[src/rtl/ram_bus_sync_if.sv]
// ram_bus_sync_if
// Bundles the traced PSRAM pins and the filtered sampler outputs.
//   slave  : the sampler; receives ram_* pins, drives filter_*, nfilter_d, glitch_count
//   master : the pin source; drives ram_* pins, observes the sampler outputs
// ram_* pins keep the board polarity (active-low strobes except ram_ce2).
interface ram_bus_sync_if;
    logic [22:0] ram_a;
    logic [15:0] ram_d;
    logic        ram_oe;
    logic        ram_we;
    logic        ram_ce1;
    logic        ram_ce2;
    logic        ram_ub;
    logic        ram_lb;
    logic        ram_adv;
    logic        ram_clk;

    logic [22:0] filter_a;
    logic [15:0] filter_d;
    logic [1:0]  filter_ublb;
    logic        filter_read;
    logic        filter_write;
    logic        filter_addr_latch;
    logic        filter_strobe;
    logic [15:0] nfilter_d;
    logic [15:0] glitch_count;

    modport slave (
        input  ram_a, ram_d, ram_oe, ram_we, ram_ce1, ram_ce2,
               ram_ub, ram_lb, ram_adv, ram_clk,
        output filter_a, filter_d, filter_ublb, filter_read, filter_write,
               filter_addr_latch, filter_strobe, nfilter_d, glitch_count
    );

    modport master (
        output ram_a, ram_d, ram_oe, ram_we, ram_ce1, ram_ce2,
               ram_ub, ram_lb, ram_adv, ram_clk,
        input  filter_a, filter_d, filter_ublb, filter_read, filter_write,
               filter_addr_latch, filter_strobe, nfilter_d, glitch_count
    );
endinterface

[src/rtl/ram_bus_sync.sv]
// ram_bus_sync
// Front-end sampler for the traced PSRAM bus. Every asynchronous pin is
// brought into the mclk domain through two flops, ram_clk is deglitched by
// a FILTER_DEPTH-sample history, and each clean rising edge of the filtered
// clock produces a one-cycle filter_strobe together with a decoded snapshot
// of the bus. Each clean falling edge captures the data bus into nfilter_d.
//
// Ports:
//   mclk   - system clock, all logic on its rising edge
//   reset  - asynchronous, active-high
//   bus    - ram_bus_sync_if.slave: raw ram_* pins in, filter_* snapshot,
//            filter_strobe, nfilter_d and glitch_count out
//
// Parameter:
//   FILTER_DEPTH (1..8) - identical synchronised ram_clk samples needed
//                         before the filtered clock changes state
//
// Build option:
//   RAM_BUS_SYNC_GLITCH_CNT_EN - when defined, glitch_count counts ram_clk
//   excursions that returned before the filter accepted them (saturating);
//   when undefined glitch_count is a constant zero.
module ram_bus_sync #(
    parameter int FILTER_DEPTH = 3
) (
    input  logic          mclk,
    input  logic          reset,
    ram_bus_sync_if.slave bus
);

    generate
        if (FILTER_DEPTH < 1 || FILTER_DEPTH > 8) begin : g_bad_depth
            $error("ram_bus_sync: FILTER_DEPTH must be in 1..8");
        end
    endgenerate

    typedef struct packed {
        logic [22:0] a;
        logic [15:0] d;
        logic        oe;
        logic        we;
        logic        ce1;
        logic        ce2;
        logic        ub;
        logic        lb;
        logic        adv;
        logic        clk;
    } pins_t;

    typedef enum logic {
        CLK_LOW  = 1'b0,
        CLK_HIGH = 1'b1
    } filt_state_t;

    pins_t pins_raw;
    pins_t pins_s1;
    pins_t pins_s2;

    assign pins_raw = {bus.ram_a, bus.ram_d, bus.ram_oe, bus.ram_we,
                       bus.ram_ce1, bus.ram_ce2, bus.ram_ub, bus.ram_lb,
                       bus.ram_adv, bus.ram_clk};

    // Two-flop synchroniser; only pins_s2 is used downstream.
    always_ff @(posedge mclk or posedge reset) begin
        if (reset) begin
            pins_s1 <= '0;
            pins_s2 <= '0;
        end else begin
            // NOTE: sequential state uses non-blocking assignments so every
            // flop samples the pre-edge value of its source.
            pins_s1 <= pins_raw;
            pins_s2 <= pins_s1;
        end
    end

    // ------------------------------------------------------------------
    // Glitch filter: two-process state machine on the filtered clock
    // ------------------------------------------------------------------
    logic [FILTER_DEPTH-1:0] hist_q;
    logic [FILTER_DEPTH-1:0] hist_d;
    filt_state_t             state_q;
    filt_state_t             state_d;
    logic                    rise;
    logic                    fall;

    always_comb begin
        // NOTE: every combinational output gets a default before any branch,
        // so no path leaves a signal unassigned and no latch is inferred.
        hist_d    = hist_q << 1;
        hist_d[0] = pins_s2.clk;
        state_d   = state_q;
        rise      = 1'b0;
        fall      = 1'b0;
        case (state_q)
            CLK_LOW: begin
                if (&hist_q) begin
                    state_d = CLK_HIGH;
                    rise    = 1'b1;
                end
            end
            CLK_HIGH: begin
                if (~|hist_q) begin
                    state_d = CLK_LOW;
                    fall    = 1'b1;
                end
            end
            default: state_d = CLK_LOW;
        endcase
    end

    always_ff @(posedge mclk or posedge reset) begin
        if (reset) begin
            hist_q  <= '0;
            state_q <= CLK_LOW;
        end else begin
            hist_q  <= hist_d;
            state_q <= state_d;
        end
    end

    // ------------------------------------------------------------------
    // Bus decode on synchronised pins
    // ------------------------------------------------------------------
    logic       sel;
    logic       dec_read;
    logic       dec_write;
    logic       dec_addr_latch;
    logic [1:0] dec_ublb;

    always_comb begin
        sel            = !pins_s2.ce1 && pins_s2.ce2;
        // Write wins when oe and we are both low: read requires we high.
        dec_write      = sel && !pins_s2.we;
        dec_read       = sel && !pins_s2.oe && pins_s2.we;
        dec_addr_latch = sel && !pins_s2.adv;
        // Byte enables are reported regardless of chip select.
        dec_ublb       = {!pins_s2.ub, !pins_s2.lb};
    end

    // ------------------------------------------------------------------
    // Snapshot registers
    // ------------------------------------------------------------------
    logic [22:0] filt_a_q;
    logic [15:0] filt_d_q;
    logic [1:0]  filt_ublb_q;
    logic        filt_read_q;
    logic        filt_write_q;
    logic        filt_addr_latch_q;
    logic        filt_strobe_q;
    logic [15:0] nfilt_d_q;

    always_ff @(posedge mclk or posedge reset) begin
        // NOTE: every register here is reset because all outputs must read
        // zero out of reset; there is no storage array to leave unreset.
        if (reset) begin
            filt_a_q          <= '0;
            filt_d_q          <= '0;
            filt_ublb_q       <= '0;
            filt_read_q       <= 1'b0;
            filt_write_q      <= 1'b0;
            filt_addr_latch_q <= 1'b0;
            filt_strobe_q     <= 1'b0;
            nfilt_d_q         <= '0;
        end else begin
            filt_strobe_q <= rise;
            if (rise) begin
                filt_a_q          <= pins_s2.a;
                filt_d_q          <= pins_s2.d;
                filt_ublb_q       <= dec_ublb;
                filt_read_q       <= dec_read;
                filt_write_q      <= dec_write;
                filt_addr_latch_q <= dec_addr_latch;
            end
            if (fall) begin
                nfilt_d_q <= pins_s2.d;
            end
        end
    end

    assign bus.filter_a          = filt_a_q;
    assign bus.filter_d          = filt_d_q;
    assign bus.filter_ublb       = filt_ublb_q;
    assign bus.filter_read       = filt_read_q;
    assign bus.filter_write      = filt_write_q;
    assign bus.filter_addr_latch = filt_addr_latch_q;
    assign bus.filter_strobe     = filt_strobe_q;
    assign bus.nfilter_d         = nfilt_d_q;

    // ------------------------------------------------------------------
    // Rejected-transition counter
    // ------------------------------------------------------------------
`ifdef RAM_BUS_SYNC_GLITCH_CNT_EN
    // deviating_q marks that s2 ram_clk has left the filtered level; if it
    // comes back before the filter flips, that excursion was a glitch.
    logic        deviating_q;
    logic [15:0] glitch_cnt_q;

    always_ff @(posedge mclk or posedge reset) begin
        if (reset) begin
            deviating_q  <= 1'b0;
            glitch_cnt_q <= '0;
        end else if (rise || fall) begin
            deviating_q <= 1'b0;
        end else if (pins_s2.clk != state_q) begin
            deviating_q <= 1'b1;
        end else if (deviating_q) begin
            deviating_q <= 1'b0;
            if (glitch_cnt_q != 16'hFFFF) begin
                glitch_cnt_q <= glitch_cnt_q + 16'd1;
            end
        end
    end

    assign bus.glitch_count = glitch_cnt_q;
`else
    assign bus.glitch_count = 16'h0000;
`endif

endmodule

[src/flat_wrapper.sv]
// flat-port wrapper written by rule: the top's interface ports become plain ports
module ram_bus_sync_flat 
#(
    parameter int FILTER_DEPTH = 3
)
  (mclk, reset, bus_ram_a, bus_ram_d, bus_ram_oe, bus_ram_we, bus_ram_ce1, bus_ram_ce2, bus_ram_ub, bus_ram_lb, bus_ram_adv, bus_ram_clk, bus_filter_a, bus_filter_d, bus_filter_ublb, bus_filter_read, bus_filter_write, bus_filter_addr_latch, bus_filter_strobe, bus_nfilter_d, bus_glitch_count);
  ram_bus_sync_if bus_i ();
  input  logic mclk;
  input  logic reset;
  input wire logic [$bits(bus_i.ram_a)-1:0] bus_ram_a;
  input wire logic [$bits(bus_i.ram_d)-1:0] bus_ram_d;
  input wire logic [$bits(bus_i.ram_oe)-1:0] bus_ram_oe;
  input wire logic [$bits(bus_i.ram_we)-1:0] bus_ram_we;
  input wire logic [$bits(bus_i.ram_ce1)-1:0] bus_ram_ce1;
  input wire logic [$bits(bus_i.ram_ce2)-1:0] bus_ram_ce2;
  input wire logic [$bits(bus_i.ram_ub)-1:0] bus_ram_ub;
  input wire logic [$bits(bus_i.ram_lb)-1:0] bus_ram_lb;
  input wire logic [$bits(bus_i.ram_adv)-1:0] bus_ram_adv;
  input wire logic [$bits(bus_i.ram_clk)-1:0] bus_ram_clk;
  output wire logic [$bits(bus_i.filter_a)-1:0] bus_filter_a;
  output wire logic [$bits(bus_i.filter_d)-1:0] bus_filter_d;
  output wire logic [$bits(bus_i.filter_ublb)-1:0] bus_filter_ublb;
  output wire logic [$bits(bus_i.filter_read)-1:0] bus_filter_read;
  output wire logic [$bits(bus_i.filter_write)-1:0] bus_filter_write;
  output wire logic [$bits(bus_i.filter_addr_latch)-1:0] bus_filter_addr_latch;
  output wire logic [$bits(bus_i.filter_strobe)-1:0] bus_filter_strobe;
  output wire logic [$bits(bus_i.nfilter_d)-1:0] bus_nfilter_d;
  output wire logic [$bits(bus_i.glitch_count)-1:0] bus_glitch_count;
  assign bus_i.ram_a = bus_ram_a;
  assign bus_i.ram_d = bus_ram_d;
  assign bus_i.ram_oe = bus_ram_oe;
  assign bus_i.ram_we = bus_ram_we;
  assign bus_i.ram_ce1 = bus_ram_ce1;
  assign bus_i.ram_ce2 = bus_ram_ce2;
  assign bus_i.ram_ub = bus_ram_ub;
  assign bus_i.ram_lb = bus_ram_lb;
  assign bus_i.ram_adv = bus_ram_adv;
  assign bus_i.ram_clk = bus_ram_clk;
  assign bus_filter_a = bus_i.filter_a;
  assign bus_filter_d = bus_i.filter_d;
  assign bus_filter_ublb = bus_i.filter_ublb;
  assign bus_filter_read = bus_i.filter_read;
  assign bus_filter_write = bus_i.filter_write;
  assign bus_filter_addr_latch = bus_i.filter_addr_latch;
  assign bus_filter_strobe = bus_i.filter_strobe;
  assign bus_nfilter_d = bus_i.nfilter_d;
  assign bus_glitch_count = bus_i.glitch_count;
  ram_bus_sync #(.FILTER_DEPTH(FILTER_DEPTH)) u_core (.mclk(mclk), .reset(reset), .bus(bus_i));
endmodule
[config.mk]
export PLATFORM = sky130hd
export DESIGN_NAME = ram_bus_sync_flat
export DESIGN_NICKNAME = d
export VERILOG_FILES = /design/src/rtl/ram_bus_sync_if.sv /design/src/rtl/ram_bus_sync.sv /design/src/flat_wrapper.sv
export SDC_FILE = /design/constraint.sdc
export NUM_CORES = 1
export LEC_CHECK = 0
export ABC_AREA = 1
export BUFFER_PORTS_ARGS = -buffer_cell sky130_fd_sc_hd__buf_4
export CAP_MARGIN = 10
export CORE_ASPECT_RATIO = 0.9
export CORE_MARGIN = 4
export CORE_UTILIZATION = 35
export DETAILED_ROUTE_END_ITERATION = 8
export SLEW_MARGIN = 40
export SYNTH_ARGS = -nofsm -noshare
export SYNTH_HDL_FRONTEND = slang
export SYNTH_SLANG_ARGS = --single-unit
export TNS_END_PERCENT = 100
[constraint.sdc]
create_clock -name mclk -period 13.95 [get_ports mclk]
set_clock_uncertainty 0.2 [all_clocks]
set_input_delay 2.79 -clock mclk [delete_from_list [all_inputs] [get_ports mclk]]
set_output_delay 2.79 -clock mclk [all_outputs]
set_load 0.05 [all_outputs]
==> results.md, run 1 <==
* Horiz. Die Dim at 135 µm
* Number of post-CTS setup repair buffers at 0
* Top Ports at 126
* Slowest cell on the critical path: sky130_fd_sc_hd__dfrtp_1
* Total of cells resized after clock tree synthesis at 0
* Post-route ant nets at 0
* Max-Cap Viols at 0
* Actual transition at the worst max-transition pin at 0.775 ns
* Pwr dens at 213 nW/µm²
* Final total negative setup slack at 0 ns
* Average wire per standard cell at 13.2 µm
* Crit share post-route at 28.7%
* Number of hold-slack violations in the final timing report at 0
* Layout cell share with drive strength beyond 1 at 31.9%
* Fill cell count at 1,314
* Peak per-stage delay on the critical path at 0.40 ns
* Worst EP arrival at 1.02 ns
* Final number of setup-violating endpoints at 0
* Relative slew margins at 48.3%
* Via Count at 2,957
* Clock sink total at 159
* Minimum period implied by the final worst setup slack at 4.01 ns
* Final design area excluding fillers at 6600 µm²
* Sequential share of the synthesized area at 77.9%
* Worst Setup End Kind: primary output
* Top cell type's share of synthesized area at 77.9%
* Source-to-sink clock delay at the later pin of the worst-skew pair at 0.41 ns
* Worst Path Max Fanout at 2
* Antenna cell count at 0
* Count of hold-fix buffers inserted at cts at 0
* Worst ir drop on vdd at 0.136 mV
* Fin nets at 556
* Top cells by area in the synthesized netlist: sky130_fd_sc_hd__dfrtp_1 (78%), sky130_fd_sc_hd__nand2_1 (11%), sky130_fd_sc_hd__buf_4 (2.6%)
* Yosys warning total at 0
* Total of buffers placed on input and output ports at 109
* Clock-pin slew reported for the worst setup and hold paths after clock tree synthesis at 0.06 ns
* Required time worst endpoint at 10.96 ns
* Number of distinct standard cells referenced by the synthesized netlist at 16
* Flops & latches, synth at 159
* Dominant delay contributor by cell family on the critical path: flip-flops
* Total half-perimeter wirelength after legalization and detailed placement at 6080 µm
* Largest net degree at the start of global routing at 94
* Overall die height at 123 µm
* Total CTS buffers at 17
* CP Cell Sequence: buf_4
* Std cell rows at 41
* Commonest cells after routing, fill and taps aside: sky130_fd_sc_hd__dfrtp_1 (159), sky130_fd_sc_hd__nand2_1 (151), sky130_fd_sc_hd__buf_4 (109)
* Antenna violations before repair at 0
* Class of the tightest hold or removal check: reg2reg
* Max Buffers Root-to-Sink at 2
* Starting density of the core at 36.1%
* DRC errors left at 0
* Total gr overflow at 0
* Kind of start point of the critical path: flip-flop
* Library cell with the largest summed area after synthesis: sky130_fd_sc_hd__dfrtp_1
* Instance count of the mapped netlist at 392
* Avg Synthesized Cell Area at 13.0 µm²
* Floorplan die area at 16,600 µm²
* Global placer's final weighted congestion at 0.749
* Routed via count divided by cell count at 4.15
* Timing-limited maximum frequency at 0.250 GHz
* First drt pass iteration count at 4
* Routed Wire Length at 9430 µm
* Via count of the first global-routing pass at 2,997
* Area after DPL at 6010 µm²
* Total global-route track usage at 12.3%
* Leakage power at 0.00340 µW
* Area Growth Syn to Fin at 29.1%
* RSZ-0062 raised after global routing: no
* Worst setup path class: reg2out
* H-Tree Level Count at 4
* Area of the core at 14,200 µm²
* Wire length of the first global-routing pass at 15,600 µm
* Iteration-0 DRC Markers at 152
* Buffer type at the clock tree root: sky130_fd_sc_hd__clkbuf_16
* Most frequent standard cell in the layout excluding fill and tap cells: sky130_fd_sc_hd__dfrtp_1
* Status: finished clean
* Clock tree from TritonCTS: yes
* Crit path buffers/inverters at 1
* Number of max-slew violations in the final report at 0
* Cell area after technology mapping at 5110 µm²
## state kept, by name (all words and copies together), names as in the netlist
signal	flops
u_core.bus.filter_a	23
u_core.bus.filter_addr_latch	1
u_core.bus.filter_d	16
u_core.bus.filter_read	1
u_core.bus.filter_strobe	1
u_core.bus.filter_ublb	2
u_core.bus.filter_write	1
u_core.bus.nfilter_d	16
u_core.hist_d	1
u_core.hist_q	3
u_core.pins_s1	47
u_core.pins_s2	46
u_core.state_q	1
## cell type report
class,instances,area [µm²],area share (%)
Tap cell,193,241,3.66
Inverter,8,35.0,0.531
Clock buffer,23,468,7.10
Timing Repair Buffer,110,832,12.6
Sequential cell,159,3980,60.3
Multi-Input combinational cell,211,930,14.1
Clock inverter,9,110,1.67
## stage by stage
step | hold slack (ns) | util (%) | worst slack (ns) | power (µW) | std cells
finish | 0.144 | 46.6 | 9.94 | 1410 | 713
global placement | 0.132 | 42.4 | 9.29 | 968 | 681
floorplan | 0.131 | - | 6.67 | 847 | 407
CTS | 0.148 | 46.6 | 9.92 | 1420 | 713
detailed placement | 0.135 | 42.5 | 9.57 | 974 | 681
global route | 0.151 | 46.6 | 9.86 | 1470 | 713
## logic make-up after synthesis
logic type	synth area share, %
DFF	77.9
other	0.0734
buffers and inverters	5.14
and+or+nand+nor	16.9
## Yosys cell counts (all sizes together)
cell     n
nor2     6
nand4   16
nand2  172
buf     29
dfrtp  159
conb     1
nand3    1
inv      8
## where the power goes
part	switching, µW	total, µW	internal (µW)
registers	47.0	579	532
clock network	173	445	273
logic	279	383	104
total	498	1410	909
## layer usage
layer	vias up	global-route usage [%]	part of all wire, %	wire (µm)
met3	6	5.66	8.2	777
met2	102	18.5	48	4500
met5	-	0	0	0
li1	1412	-	-	-
met1	1437	15.8	43	4090
met4	0	3.97	0.70	66
## final timing paths
kind	start	endpoint	slack, ns	cells past startpoint
setup / recovery	u_core.bus.filter_a[5]	bus_filter_a[5]	9.94	1
hold / removal	u_core.pins_s1[33]	u_core.pins_s2[33]	0.14	0
setup reg to reg	u_core.state_q	u_core.bus.filter_a[16]	11.91	5
hold reg to reg	u_core.pins_s1[33]	u_core.pins_s2[33]	0.14	0
max in group asynchronous	reset	u_core.pins_s2[29]	10.13	3
min in group asynchronous	reset	u_core.pins_s1[10]	2.24	2
Note: power is estimated with default switching activity, not from simulation.
==> inputs of run 2 (changes only) <==
Clock period 13.95 ns to 4 ns, I/O delays scaled along.
==> run 2 against run 1 <==
Core utilization is 0.37 points higher. Sequential share of layout area is 0.48 points lower. Sequential power grew to 3.5 times the previous value. Critical endpoint is now bus_filter_a[4]. Via count is 0.74% higher. Count of clock-buffer cells in the layout is 4 lower. Critical path type unchanged. Cell area is 0.80% higher. Flip-flop and latch count stayed put. Setup slack worse by 8.0 ns.
==> results.md, run 2 (same netlist as run 1, synthesis figures left out) <==
* Post-route ant nets at 0
* Relative slew margins at 49.5%
* Routed Wire Length at 9440 µm
* Max-Cap Viols at 0
* Worst EP arrival at 1.03 ns
* Worst setup path class: reg2out
* Crit share post-route at 50.7%
* Count of hold-fix buffers inserted at cts at 0
* Fin util at 47.0%
* Horiz. Die Dim at 135 µm
* Pwr dens at 738 nW/µm²
* Max Buffers Root-to-Sink at 2
* Worst Setup End Kind: primary output
* Required time worst endpoint at 3.00 ns
* Clock tree from TritonCTS: yes
* Worst ir drop on vdd at 0.356 mV
* Post-Place Worst Slack at 1.96 ns
* Crit path buffers/inverters at 1
* Top Ports at 126
* Total global-route track usage at 12.5%
* Leakage power at 0.00343 µW
* Starting density of the core at 36.1%
* Layout cell share with drive strength beyond 1 at 32.8%
* Total CTS buffers at 17
* CP Cell Sequence: buf_4
* Dominant delay contributor by cell family on the critical path: flip-flops
* Largest net degree at the start of global routing at 54
* Number of standard cells in the layout, taps in and fillers out at 715
* DRC errors left at 0
* Largest register by flop count: u_core.pins_s1
* Global-route track usage on met1 at 15.6%
* Setup slack, reg-to-reg at 1.98 ns
* Wire length of the first global-routing pass at 15,600 µm
* Clock sink total at 159
* Cell total after placement at 684
* Most used routing layer in global routing: met2
* Final design area excluding fillers at 6650 µm²
* Max FFs per register at 47
* Std cell rows at 41
* First drt pass iteration count at 4
* Most frequent standard cell in the layout excluding fill and tap cells: sky130_fd_sc_hd__dfrtp_1
* Number of max-slew violations in the final report at 0
* Fill cell count at 1,289
* Source-to-sink clock delay at the later pin of the worst-skew pair at 0.42 ns
* Final number of setup-violating endpoints at 0
* Iteration-0 DRC Markers at 137
* Grt met3 use at 5.53%
* Peak per-stage delay on the critical path at 0.41 ns
* Routed via count divided by cell count at 4.17
* Average wire per standard cell at 13.2 µm
* Setup slack of the critical path after layout at 1.97 ns
* Area after DPL at 6070 µm²
* Status: finished clean
* Global placer's final weighted congestion at 0.733
* Fin nets at 559
* Slowest cell on the critical path: sky130_fd_sc_hd__dfrtp_1
* Total half-perimeter wirelength after legalization and detailed placement at 6330 µm
* Buffer type at the clock tree root: sky130_fd_sc_hd__clkbuf_16
* Reg-to-Reg Start: u_core.state_q
* Via Count at 2,979
* Final total negative setup slack at 0 ns
* Number of hold-slack violations in the final timing report at 0
* Floorplan die area at 16,600 µm²
* Total of buffers placed on input and output ports at 109
* Count of cells along the worst register-to-register path at 5
* Total of cells resized after clock tree synthesis at 0
* Actual transition at the worst max-transition pin at 0.757 ns
* Area of the core at 14,200 µm²
* Worst Path Max Fanout at 2
* Minimum period implied by the final worst setup slack at 2.03 ns
* Overall die height at 123 µm
* H-Tree Level Count at 4
* Number of post-CTS setup repair buffers at 0
* Class of the tightest hold or removal check: in2async
* Area Growth Syn to Fin at 30.1%
* Antenna cell count at 0
* Clock-pin slew reported for the worst setup and hold paths after clock tree synthesis at 0.06 ns
* Total gr overflow at 0
* Timing-limited maximum frequency at 0.493 GHz
* Endpoint of the most critical register-to-register path: u_core.bus.filter_a[14]
* Antenna violations before repair at 1
* Via count of the first global-routing pass at 3,068
* RSZ-0062 raised after global routing: no
* M2 GR Usage at 18.4%
* Commonest cells after routing, fill and taps aside: sky130_fd_sc_hd__dfrtp_1 (159), sky130_fd_sc_hd__nand2_1 (151), sky130_fd_sc_hd__buf_4 (110)
* Kind of start point of the critical path: flip-flop
==> run 2: cell types whose count changed in the layout (fill, tap and decap cells not counted) <==
cell	previous run	this run
sky130_fd_sc_hd__buf_12	0	3
sky130_fd_sc_hd__clkbuf_1	4	1
sky130_fd_sc_hd__clkbuf_8	3	1
sky130_fd_sc_hd__clkinv_2	2	4
sky130_fd_sc_hd__clkinvlp_4	3	1
sky130_fd_sc_hd__buf_4	109	110
sky130_fd_sc_hd__clkinv_4	2	3
sky130_fd_sc_hd__inv_6	1	2
sky130_fd_sc_hd__inv_8	0	1
==> run 2: how the worst max path moves through the flow <==
stage,start,end,slack (ns),depth (start not counted)
floorplan,reset,u_core.bus.filter_a[0],0.99,1
global placement,u_core.state_q,u_core.bus.filter_a[12],1.90,4
detailed placement,u_core.state_q,u_core.bus.filter_read,1.96,5
CTS,u_core.bus.filter_a[4],bus_filter_a[4],1.94,1
global route,u_core.state_q,u_core.bus.filter_a[18],1.76,5
finish,u_core.bus.filter_a[4],bus_filter_a[4],1.97,1
==> run 2: worst register-to-register path: cells and delay by family, from the launching register on <==
kind | cells | cell delay [ns]
buf+inv | 1 | 0.14
flops | 1 | 0.65
simple gates | 4 | 0.98
==> run 2: per-stage QoR <==
stage / total power (µW) / hold slack (ns)
2_1_floorplan: 2950 / 0.131
3_3_place_gp: 3380 / 0.134
3_5_place_dp: 3400 / 0.135
4_1_cts: 4980 / 0.141
5_1_grt: 5130 / 0.154
6_report: 4910 / 0.147
==> run 2: layout make-up <==
class	instances	area (µm²)	area share [%]
multi-input combinational	211	930	14.0
clock inverter	12	135	2.03
timing repair buffer	113	886	13.3
inverter	8	33.8	0.508
clock buffer	19	443	6.66
sequential	159	3980	59.9
tap	193	241	3.63
==> run 2: power by group <==
group	internal (µW)	switching (µW)
registers	1850	157
logic	368	975
clock network	936	618
==> run 2: layer usage <==
metal	part of all wire, %	vias up
met4	2.3	2
met1	44	1432
met2	46	105
met5	0.14	-
met3	7.9	23
li1	-	1417
